**src/rtl/byte_bus_memory_if.sv**
```systemverilog
// rtl/byte_bus_memory_if.sv - byte bus, loader and debug signals between core side and memory endpoint
interface byte_bus_memory_if;
    logic        bus_pc;
    logic        bus_mar;
    logic        bus_mdr;
    logic        halt;
    logic [7:0]  out_bus;
    logic [7:0]  in_bus;
    logic        ard_data_ready;
    logic        ard_receive_ready;
    logic        prog_we;
    logic [15:0] prog_addr;
    logic [15:0] prog_data;
    logic [15:0] dbg_addr;
    logic [15:0] dbg_data;
    logic        halted;

    modport master (
        output bus_pc, bus_mar, bus_mdr, halt, out_bus,
        output prog_we, prog_addr, prog_data, dbg_addr,
        input  in_bus, ard_data_ready, ard_receive_ready, dbg_data, halted
    );

    modport slave (
        input  bus_pc, bus_mar, bus_mdr, halt, out_bus,
        input  prog_we, prog_addr, prog_data, dbg_addr,
        output in_bus, ard_data_ready, ard_receive_ready, dbg_data, halted
    );
endinterface

```
**src/rtl/byte_bus_memory.sv**
```systemverilog
// rtl/byte_bus_memory.sv - memory endpoint serving fetch/load/store over the core's 8-bit byte bus
module byte_bus_memory #(
    parameter int         IMEM_DEPTH  = 16,
    parameter int         DMEM_DEPTH  = 16,
    parameter logic [3:0] I_TYPE_CODE = 4'h1,
    parameter logic [3:0] M_TYPE_CODE = 4'h2
) (
    input logic              clk,
    input logic              rst,
    byte_bus_memory_if.slave bus
);
    // Depths are powers of two, so the low index bits are the address modulo depth.
    localparam int IW = $clog2(IMEM_DEPTH);
    localparam int DW = $clog2(DMEM_DEPTH);

    localparam logic [3:0] S_IDLE    = 4'd0;
    localparam logic [3:0] S_PC_HI   = 4'd1;
    localparam logic [3:0] S_F0L     = 4'd2;
    localparam logic [3:0] S_F0H     = 4'd3;
    localparam logic [3:0] S_F1L     = 4'd4;
    localparam logic [3:0] S_F1H     = 4'd5;
    localparam logic [3:0] S_A_HI    = 4'd6;
    localparam logic [3:0] S_R_L     = 4'd7;
    localparam logic [3:0] S_R_H     = 4'd8;
    localparam logic [3:0] S_W_L     = 4'd9;
    localparam logic [3:0] S_W_H     = 4'd10;
    localparam logic [3:0] S_RECOVER = 4'd11;
    localparam logic [3:0] S_HALTED  = 4'd12;

    logic [3:0]    state_q, state_d;
    logic [15:0]   pc_q, addr_q;
    logic [7:0]    lo_q;
    logic [15:0]   imem [IMEM_DEPTH];
    logic [15:0]   dmem [DMEM_DEPTH];
    logic [IW-1:0] pc_idx, pc_next_idx;
    logic [DW-1:0] addr_idx;
    logic [15:0]   f0_word, f1_word, r_word;
    logic          fetch_two;
    logic          prog_ok;
    logic          unused_hi;

    assign pc_idx      = pc_q[IW-1:0];
    assign pc_next_idx = pc_idx + IW'(1);
    assign addr_idx    = addr_q[DW-1:0];
    assign f0_word     = imem[pc_idx];
    assign f1_word     = imem[pc_next_idx];
    assign r_word      = dmem[addr_idx];
    assign fetch_two   = (f0_word[3:0] == I_TYPE_CODE) || (f0_word[3:0] == M_TYPE_CODE);
    assign prog_ok     = (state_q == S_IDLE) || (state_q == S_HALTED);
    assign unused_hi   = ^{pc_q[15:IW], addr_q[15:DW], bus.prog_addr[15:IW], bus.dbg_addr[15:DW]};

    assign bus.dbg_data = dmem[bus.dbg_addr[DW-1:0]];

    always_comb begin
        state_d = state_q;
        case (state_q)
            S_IDLE: begin
                if (bus.bus_pc)       state_d = S_PC_HI;
                else if (bus.bus_mar) state_d = S_A_HI;
                else if (bus.halt)    state_d = S_HALTED;
            end
            S_PC_HI:   state_d = S_F0L;
            S_F0L:     state_d = S_F0H;
            S_F0H:     state_d = fetch_two ? S_F1L : S_RECOVER;
            S_F1L:     state_d = S_F1H;
            S_F1H:     state_d = S_RECOVER;
            S_A_HI:    state_d = bus.bus_mdr ? S_W_L : S_R_L;
            S_R_L:     state_d = S_R_H;
            S_R_H:     state_d = S_RECOVER;
            S_W_L:     state_d = S_W_H;
            S_W_H:     state_d = S_RECOVER;
            S_RECOVER: state_d = S_IDLE;
            S_HALTED:  state_d = S_HALTED;
            default:   state_d = S_IDLE;
        endcase
    end

    always_ff @(posedge clk) begin
        if (!rst) begin
            state_q <= S_IDLE;
        end else begin
            state_q <= state_d;
            case (state_q)
                S_IDLE: begin
                    if (bus.bus_pc)       pc_q[7:0]   <= bus.out_bus;
                    else if (bus.bus_mar) addr_q[7:0] <= bus.out_bus;
                end
                S_PC_HI: pc_q[15:8]   <= bus.out_bus;
                S_A_HI:  addr_q[15:8] <= bus.out_bus;
                S_W_L:   lo_q         <= bus.out_bus;
                default: ;
            endcase
        end
    end

    always_ff @(posedge clk) begin
        if (bus.prog_we && prog_ok)
            imem[bus.prog_addr[IW-1:0]] <= bus.prog_data;
    end

    // Write only on the final store byte, so a reset earlier in the store leaves dmem intact.
    always_ff @(posedge clk) begin
        if (rst && state_q == S_W_H)
            dmem[addr_idx] <= {bus.out_bus, lo_q};
    end

    always_comb begin
        bus.in_bus            = 8'h00;
        bus.ard_data_ready    = 1'b0;
        bus.ard_receive_ready = 1'b0;
        bus.halted            = 1'b0;
        if (rst) begin
            case (state_q)
                S_IDLE, S_RECOVER: bus.ard_receive_ready = 1'b1;
                S_F0L: begin bus.ard_data_ready = 1'b1; bus.in_bus = f0_word[7:0];  end
                S_F0H: begin bus.ard_data_ready = 1'b1; bus.in_bus = f0_word[15:8]; end
                S_F1L: begin bus.ard_data_ready = 1'b1; bus.in_bus = f1_word[7:0];  end
                S_F1H: begin bus.ard_data_ready = 1'b1; bus.in_bus = f1_word[15:8]; end
                S_R_L: begin bus.ard_data_ready = 1'b1; bus.in_bus = r_word[7:0];   end
                S_R_H: begin bus.ard_data_ready = 1'b1; bus.in_bus = r_word[15:8];  end
                S_HALTED: bus.halted = 1'b1;
                default: ;
            endcase
        end
    end
endmodule

```
**src/flat_wrapper.sv**
```systemverilog
// flat-port wrapper written by rule: the top's interface ports become plain ports
module byte_bus_memory_flat 
#(
    parameter int         IMEM_DEPTH  = 16,
    parameter int         DMEM_DEPTH  = 16,
    parameter logic [3:0] I_TYPE_CODE = 4'h1,
    parameter logic [3:0] M_TYPE_CODE = 4'h2
)
  (clk, rst, bus_bus_pc, bus_bus_mar, bus_bus_mdr, bus_halt, bus_out_bus, bus_prog_we, bus_prog_addr, bus_prog_data, bus_dbg_addr, bus_in_bus, bus_ard_data_ready, bus_ard_receive_ready, bus_dbg_data, bus_halted);
  byte_bus_memory_if bus_i ();
  input logic clk;
  input logic rst;
  input wire logic [$bits(bus_i.bus_pc)-1:0] bus_bus_pc;
  input wire logic [$bits(bus_i.bus_mar)-1:0] bus_bus_mar;
  input wire logic [$bits(bus_i.bus_mdr)-1:0] bus_bus_mdr;
  input wire logic [$bits(bus_i.halt)-1:0] bus_halt;
  input wire logic [$bits(bus_i.out_bus)-1:0] bus_out_bus;
  input wire logic [$bits(bus_i.prog_we)-1:0] bus_prog_we;
  input wire logic [$bits(bus_i.prog_addr)-1:0] bus_prog_addr;
  input wire logic [$bits(bus_i.prog_data)-1:0] bus_prog_data;
  input wire logic [$bits(bus_i.dbg_addr)-1:0] bus_dbg_addr;
  output wire logic [$bits(bus_i.in_bus)-1:0] bus_in_bus;
  output wire logic [$bits(bus_i.ard_data_ready)-1:0] bus_ard_data_ready;
  output wire logic [$bits(bus_i.ard_receive_ready)-1:0] bus_ard_receive_ready;
  output wire logic [$bits(bus_i.dbg_data)-1:0] bus_dbg_data;
  output wire logic [$bits(bus_i.halted)-1:0] bus_halted;
  assign bus_i.bus_pc = bus_bus_pc;
  assign bus_i.bus_mar = bus_bus_mar;
  assign bus_i.bus_mdr = bus_bus_mdr;
  assign bus_i.halt = bus_halt;
  assign bus_i.out_bus = bus_out_bus;
  assign bus_i.prog_we = bus_prog_we;
  assign bus_i.prog_addr = bus_prog_addr;
  assign bus_i.prog_data = bus_prog_data;
  assign bus_i.dbg_addr = bus_dbg_addr;
  assign bus_in_bus = bus_i.in_bus;
  assign bus_ard_data_ready = bus_i.ard_data_ready;
  assign bus_ard_receive_ready = bus_i.ard_receive_ready;
  assign bus_dbg_data = bus_i.dbg_data;
  assign bus_halted = bus_i.halted;
  byte_bus_memory #(.IMEM_DEPTH(IMEM_DEPTH), .DMEM_DEPTH(DMEM_DEPTH), .I_TYPE_CODE(I_TYPE_CODE), .M_TYPE_CODE(M_TYPE_CODE)) u_core (.clk(clk), .rst(rst), .bus(bus_i));
endmodule
```
**config.mk**
```make
export PLATFORM = sky130hd
export DESIGN_NAME = byte_bus_memory_flat
export DESIGN_NICKNAME = d
export VERILOG_FILES = /design/src/rtl/byte_bus_memory_if.sv /design/src/rtl/byte_bus_memory.sv /design/src/flat_wrapper.sv
export SDC_FILE = /design/constraint.sdc
export NUM_CORES = 1
export LEC_CHECK = 0
export CORE_ASPECT_RATIO = 1.25
export CORE_MARGIN = 3
export CORE_UTILIZATION = 30
export DETAILED_ROUTE_END_ITERATION = 8
export GPL_TIMING_DRIVEN = 1
export PLACE_DENSITY = 0.55
export SLEW_MARGIN = 40
export SYNTH_ARGS = -nofsm -noshare
export SYNTH_HDL_FRONTEND = slang
export SYNTH_SLANG_ARGS = --single-unit
```
**constraint.sdc**
```tcl
create_clock -name clk -period 4.55 [get_ports clk]
set_input_delay 0.6825 -clock clk [delete_from_list [all_inputs] [get_ports clk]]
set_output_delay 0.6825 -clock clk [all_outputs]
set_load 0.005 [all_outputs]
```
==> flow_summary_export.csv, run 1 <==
group,metric,value,unit
critical_path,timing.rr.end,"u_core.state_q[1]",
timing,finalCriticalPeriod,4.48,ns
critical_path,crit_fanout,11,
cts,clockBufferDepth,3,
drt,drt_iter0_markers,1154,
cts,numCtsBuffers,58,
drt,vias_per_cell,5.47,
die,initial_utilization,30.5,%
yosys,synth.top_cell.area_share,63.4,%
cts,cts_tree,"built",
power_and_ir_drop,ir_worst_vdd,334,uV
yosys,ys_seq_elements,540,
timing,rsz0062_at_grt,"false",
yosys,ys.flop_type,"edfxtp_1",
placed_design,dp_hpwl,48000,um
power_and_ir_drop,leakagePower,9.27,nW
cts,cts_hold_buf,0,
timing,layout_worst_path_cycle_share,98.4,%
cts,clk_latency,0.61,ns
critical_path,critPathCaptureType,"primary output",
critical_path,endpoint,"bus_in_bus[6]",
placed_design,gp_congestion,0.793,
die,core,0.0821,sq mm
critical_path,cp-startpoint,"u_core.state_q[0]",
yosys,syn_nets,1310,
cts,cts_root_buffer,"clkbuf_16",
drt,wl,72700,um
cells_and_area,final_layout_size_suffix_gt1_share,35.9,%
timing,slew_violations,0,
yosys,yosysTopAreaCell,"edfxtp_1",
worst_hold_path,hold_class,"in2reg",
cells_and_area,nets,1449,
run,maxCapViolations,0,
critical_path,rrSetupSlack,1.64,ns
cts,clock_sinks,540,
yosys,synthTopCellsByCount,"edfxtp_1, mux4_2, nor2_1",
timing,setup_slack,0.0736,ns
placed_design,portBuffers,65,
yosys,synth_warnings,0,
grt,grt_first_pass_wirelength,105000,um
critical_path,arrival,3.79,ns
die,die_area,0.0869,sq mm
yosys,synth_cell_types,56,
critical_path,cp_data_required_time,3.87,ns
grt,grt_pass1_vias,14700,
cells_and_area,nFillCells,7544,
cts,htree_levels,2,
run_status,status,"completed",
placed_design,place_ws,0.580,ns
drt,drc,0,
power_and_ir_drop,powerDensity,439,mW/mm^2
timing,fin_skew,0.00889,ns
yosys,yosysSeqAreaShare,64.3,%
timing,worst_pin_slew,0.855,ns
die,die_y,329,um
grt,grt_max_degree,67,
worst_hold_path,hold_depth,1,
die,ios,90,
grt,grt_usage,16.7,%
grt,grt.overflow.total,0,
die,num_rows,117,
timing,max_freq,223,MHz
yosys,synth.area.top_cells,"edfxtp_1, mux4_2, mux2i_1",
critical_path,path_class,"reg2out",
yosys,synth_area_per_cell,20.1,sq um
yosys,synth_cells,1246,
timing,slew_headroom,42.8,%
drt,wl_per_cell,29.0,um
yosys,yosysMostFrequentCell,"edfxtp_1",
drt,drt-pass1-iter-count,5,
cells_and_area,area_delta_synth_final,18.3,%
grt,antenna_found_initial,8,
yosys,synth_async_sr_flop_share,0,%
timing,timing.setup.tns,0,ns
cts,clk_pin_slew,0.06,ns
die,die_w,264,um
drt,vias,13700,
timing,hold_viol,0,
critical_path,reg2reg_depth,7,
yosys,synth_edf_count,528,
drt,ant_nets,0,
critical_path,start_kind,"flop",
yosys,syn_area,0.0250,sq mm
timing,setup_viol,0,
worst min-delay path by stage:
stage / end / slack (ns) / start
floorplan: flop / 0.50 / u_core.pc_q[3]
CTS: flop / 0.59 / u_core.addr_q[1]
global placement: flop / 0.57 / u_core.pc_q[3]
global route: u_core.dmem[15][9] / 0.55 / bus_out_bus[1]
finish: u_core.addr_q[2] / 0.54 / bus_out_bus[2]
detailed placement: flop / 0.57 / u_core.addr_q[1]
metrics by stage:
| step | instances | instance area, sq um | hold WS (ns) | utilization (%) | power (mW) |
|---|---|---|---|---|---|
| after global routing | 2503 | 29600 | 0.554 | 36.0 | 13.5 |
| after detailed placement | 2390 | 27600 | 0.574 | 33.6 | 8.35 |
| after floorplan | 1246 | 25000 | 0.499 | - | 7.35 |
| final | 2504 | 29600 | 0.541 | 36.0 | 13.0 |
| after CTS | 2497 | 29500 | 0.587 | 35.9 | 13.1 |
| after global placement | 2390 | 27600 | 0.573 | 33.6 | 8.33 |
layer usage:
layer	vias up	part of all wire (%)	routed length, um	global-route usage, %
li1	5702	-	-	-
met1	7399	38	27800	20.4
met2	467	53	38200	30.0
met3	131	6.1	4420	2.92
met4	8	3.1	2220	5.37
met5	-	0.067	49	0
worst max-delay path: stages, from the launching register on:
cell and delay [ns]:
dfxtp_1 0.55, and4b_1 0.53, and3_1 0.49, buf_4 0.23
a21oi_1 0.07, o211ai_1 0.12, nor2_1 0.19, a41oi_1 0.39
clkdlybuf4s50_1 0.60
area by class of cell:
cell class	instances	area (sq um)	area share, %
Sequential cell	540	16100	54.5
Multi-Input combinational cell	612	8660	29.3
Clock buffer	78	1570	5.30
Timing Repair Buffer	165	1560	5.26
Tap cell	1071	1340	4.53
Clock inverter	28	322	1.09
Inverter	8	30.0	0.101
Antenna cell	2	5.00	0.0169
power breakdown:
| group | internal (mW) | total, mW | switching, mW |
|---|---|---|---|
| sequential | 5.57 | 5.76 | 0.181 |
| combinational | 1.19 | 2.51 | 1.32 |
| clock | 2.80 | 4.72 | 1.92 |
what timing repair did:
item | 4_1_cts | 5_1_grt
cloned | 0 | 1
endpoints found under the hold margin | 0 | 0
endpoints found under the setup margin | 4 | 5
pin swaps | 1 | 1
resized for setup | 2 | 6
buffers inserted | 1 | 4
flip-flops by register name, summed over array words and instances (netlist names), named ones only:
register and count:
u_core.imem 256, u_core.state_q 4, u_core.addr_q 4, u_core.pc_q 4, u_core.lo_q 8, u_core.dmem 256
placed cells by master (no fill, tap or decap), types with 6 or more instances in the layout:
| master | netlist | routed |
|---|---|---|
| a211oi_1 | 13 | 13 |
| a21oi_1 | 24 | 24 |
| a22oi_1 | 24 | 23 |
| a31oi_1 | 9 | 9 |
| and2_1 | 15 | 14 |
| and3_1 | 6 | 6 |
| buf_12 | 1 | 12 |
| buf_4 | 4 | 86 |
| bufinv_16 | 0 | 7 |
| clkbuf_1 | 29 | 17 |
| clkbuf_16 | 0 | 60 |
| clkdlybuf4s50_1 | 0 | 60 |
| clkinv_1 | 0 | 7 |
| clkinv_2 | 0 | 10 |
| dfxtp_1 | 12 | 6 |
| edfxtp_1 | 528 | 528 |
| inv_1 | 8 | 8 |
| mux2_2 | 11 | 11 |
| mux2i_1 | 40 | 40 |
| mux4_1 | 12 | 12 |
| mux4_2 | 267 | 267 |
| nand2_1 | 35 | 35 |
| nand2b_1 | 9 | 9 |
| nand3_1 | 16 | 16 |
| nor2_1 | 42 | 18 |
| nor2_2 | 0 | 23 |
| nor3_1 | 19 | 11 |
| nor3_2 | 0 | 8 |
| o21ai_0 | 6 | 6 |
| o22ai_1 | 11 | 11 |
kinds of logic (layout without fill, tap and decap cells):
family	Yosys count	in the layout	synth area share [%]
adder cells (fa/ha/maj)	1	1	0.0500
AND/OR/NAND/NOR	166	166	3.34
AO/OA/AOI/OAI	108	108	2.89
XOR/XNOR	7	7	0.245
multiplexers	330	330	27.4
other	0	2	0
buffers and inverters	94	279	1.76
flip-flops	540	540	64.3
Note: power is estimated with default switching activity, not from simulation.
==> inputs of run 2 (changes only) <==
Settings changed: CORE_ASPECT_RATIO 1.25 to 0.75.
==> flow_summary_export.csv, run 2 (synthesis results as in run 1) <==
group,metric,value,unit
cts,clk_latency,0.62,ns
cells_and_area,fin_util,36.2,%
cts,cts_hold_buf,0,
die,core,0.0824,sq mm
power_and_ir_drop,power_switching,3.52,mW
critical_path,start_kind,"flop",
critical_path,crit_fanout,18,
drt,routed-wl-met2,33500,um
grt,grt.overflow.total,0,
grt,grt_usage,16.6,%
placed_design,dp_hpwl,46700,um
placed_design,gp_congestion,0.795,
run_status,status,"completed",
drt,vias_per_cell,5.54,
drt,drc,0,
power_and_ir_drop,p_int,9.62,mW
drt,ant_nets,0,
power_and_ir_drop,p_sw_share,26.8,%
cts,cts_tree,"built",
cts,clockBufferDepth,3,
timing,finalCriticalPeriod,4.42,ns
die,initial_utilization,30.4,%
timing,max_freq,226,MHz
worst_hold_path,hold_class,"in2reg",
die,ios,90,
power_and_ir_drop,clkPwrFrac,36.4,%
cells_and_area,nets,1461,
cells_and_area,final_common_cell,"edfxtp_1",
cts,htree_levels,2,
grt,grt_first_pass_wirelength,105000,um
run,maxCapViolations,0,
cts,cts_root_buffer,"clkbuf_16",
drt,wl_met1,33500,um
cells_and_area,final_cell_mix,"edfxtp_1, mux4_2, buf_4, clkdlybuf4s50_1, clkbuf_16",
critical_path,critPathCaptureType,"primary output",
cells_and_area,area_delta_synth_final,19.2,%
power_and_ir_drop,leakagePower,9.34,nW
drt,route.met3.wl,5060,um
grt,antenna_found_initial,2,
cells_and_area,nFillCells,7608,
die,die_area,0.0869,sq mm
cells_and_area,finalInstanceArea,0.0298,sq mm
placed_design,place_area,0.0277,sq mm
drt,drt_iter0_markers,1714,
timing,setup_viol,0,
cts,numCtsBuffers,57,
die,die_w,339,um
critical_path,path_class,"reg2out",
timing,worst_pin_slew,0.793,ns
die,die_y,256,um
power_and_ir_drop,power.total,13.1,mW
timing,rsz0062_at_grt,"false",
timing,slew_violations,0,
drt,wl,73400,um
drt,drt-pass1-iter-count,5,
power_and_ir_drop,ir_worst_vdd,242,uV
timing,slew_headroom,47.0,%
critical_path,cp_data_required_time,3.87,ns
drt,dr.max_layer_used,"met5",
timing,layout_worst_path_cycle_share,97.0,%
placed_design,portBuffers,65,
power_and_ir_drop,power_frac_seq,43.6,%
cells_and_area,final_layout_size_suffix_gt1_share,36.0,%
die,num_rows,91,
timing,hold_viol,0,
power_and_ir_drop,pwr-share-comb,20.0,%
timing,fin_skew,0.0165,ns
timing,timing.setup.tns,0,ns
cts,clock_sinks,540,
grt,grt_max_degree,34,
grt,grt_pass1_vias,14200,
cts,clk_pin_slew,0.06,ns
critical_path,arrival,3.73,ns
drt,vias,14200,
drt,wl_per_cell,28.7,um
power_and_ir_drop,powerDensity,440,mW/mm^2
run 2: cell types whose count changed in the layout (fill, tap and decap cells not counted), sizes merged, moves of 2 or more:
cell      before  now
buf          104  115
clkbuf        79   73
bufinv         7    9
clkinv        17   19
clkinvlp       2    4
run 2: through the flow:
stage	instances	setup WS, ns	hold WS (ns)
2_1_floorplan	1246	1.27	0.499
3_3_place_gp	2434	0.554	0.566
3_5_place_dp	2434	0.557	0.576
4_1_cts	2543	0.0223	0.589
5_1_grt	2562	0.00000133	0.537
6_report	2562	0.135	0.544
run 2: final timing paths:
kind / from / endpoint / slack [ns] / cells past startpoint
setup / recovery: u_core.state_q[1] / bus_in_bus[6] / 0.13 / 9
hold / removal: bus_out_bus[0] / u_core.dmem[10][8] / 0.54 / 1
setup reg to reg: flop / u_core.state_q[3] / 1.75 / 7
hold reg to reg: u_core.pc_q[3] / flop / 0.59 / 1
run 2: power by group through the flow:
stage / Clock, mW / Sequential [mW] / Combinational, mW
floorplan: 0 / 5.72 / 1.64
global placement: 0 / 5.84 / 2.52
detailed placement: 0 / 5.85 / 2.53
CTS: 4.86 / 5.75 / 2.57
global route: 5.06 / 5.75 / 2.79
finish: 4.78 / 5.73 / 2.62
run 2: metal layers:
metal,up-vias,track usage [%]
li1,5736,-
met5,-,0
met4,2,3.83
met2,617,25.3
met3,90,2.69
met1,7738,25.0
run 2: layout make-up:
cell class | count | area, sq um | share of cell area [%]
clock inverters | 35 | 427 | 1.43
multi-input cells | 612 | 8640 | 29.0
well taps | 1116 | 1400 | 4.68
inverters | 8 | 30.0 | 0.101
repair buffers | 178 | 1730 | 5.79
flip-flops and latches | 540 | 16100 | 54.0
clock buffers | 72 | 1480 | 4.97
diodes | 1 | 2.50 | 0.00839
run 2: critical path, cell delays in order (launching register included):
cell	delay, ns
dfxtp_1	0.31
buf_4	0.20
nor4b_2	0.25
buf_4	0.18
and3_1	0.61
a22oi_1	0.20
o211ai_1	0.23
nor2_1	0.16
a41oi_1	0.40
clkdlybuf4s50_1	0.58
run 2: repair_timing:
action / 4_1_cts / 5_1_grt
gates cloned: 1 / 0
gates resized for setup: 1 / 0
buffers inserted: 1 / 18
pin swaps: 1 / 1
setup endpoints to repair: 2 / 5
==> inputs of run 3 (changes only) <==
Settings changed: SKIP_LAST_GASP set to 1.
==> results of run 3 <==
Same layout as run 2: the final DEF is identical, and so are final timing and power.
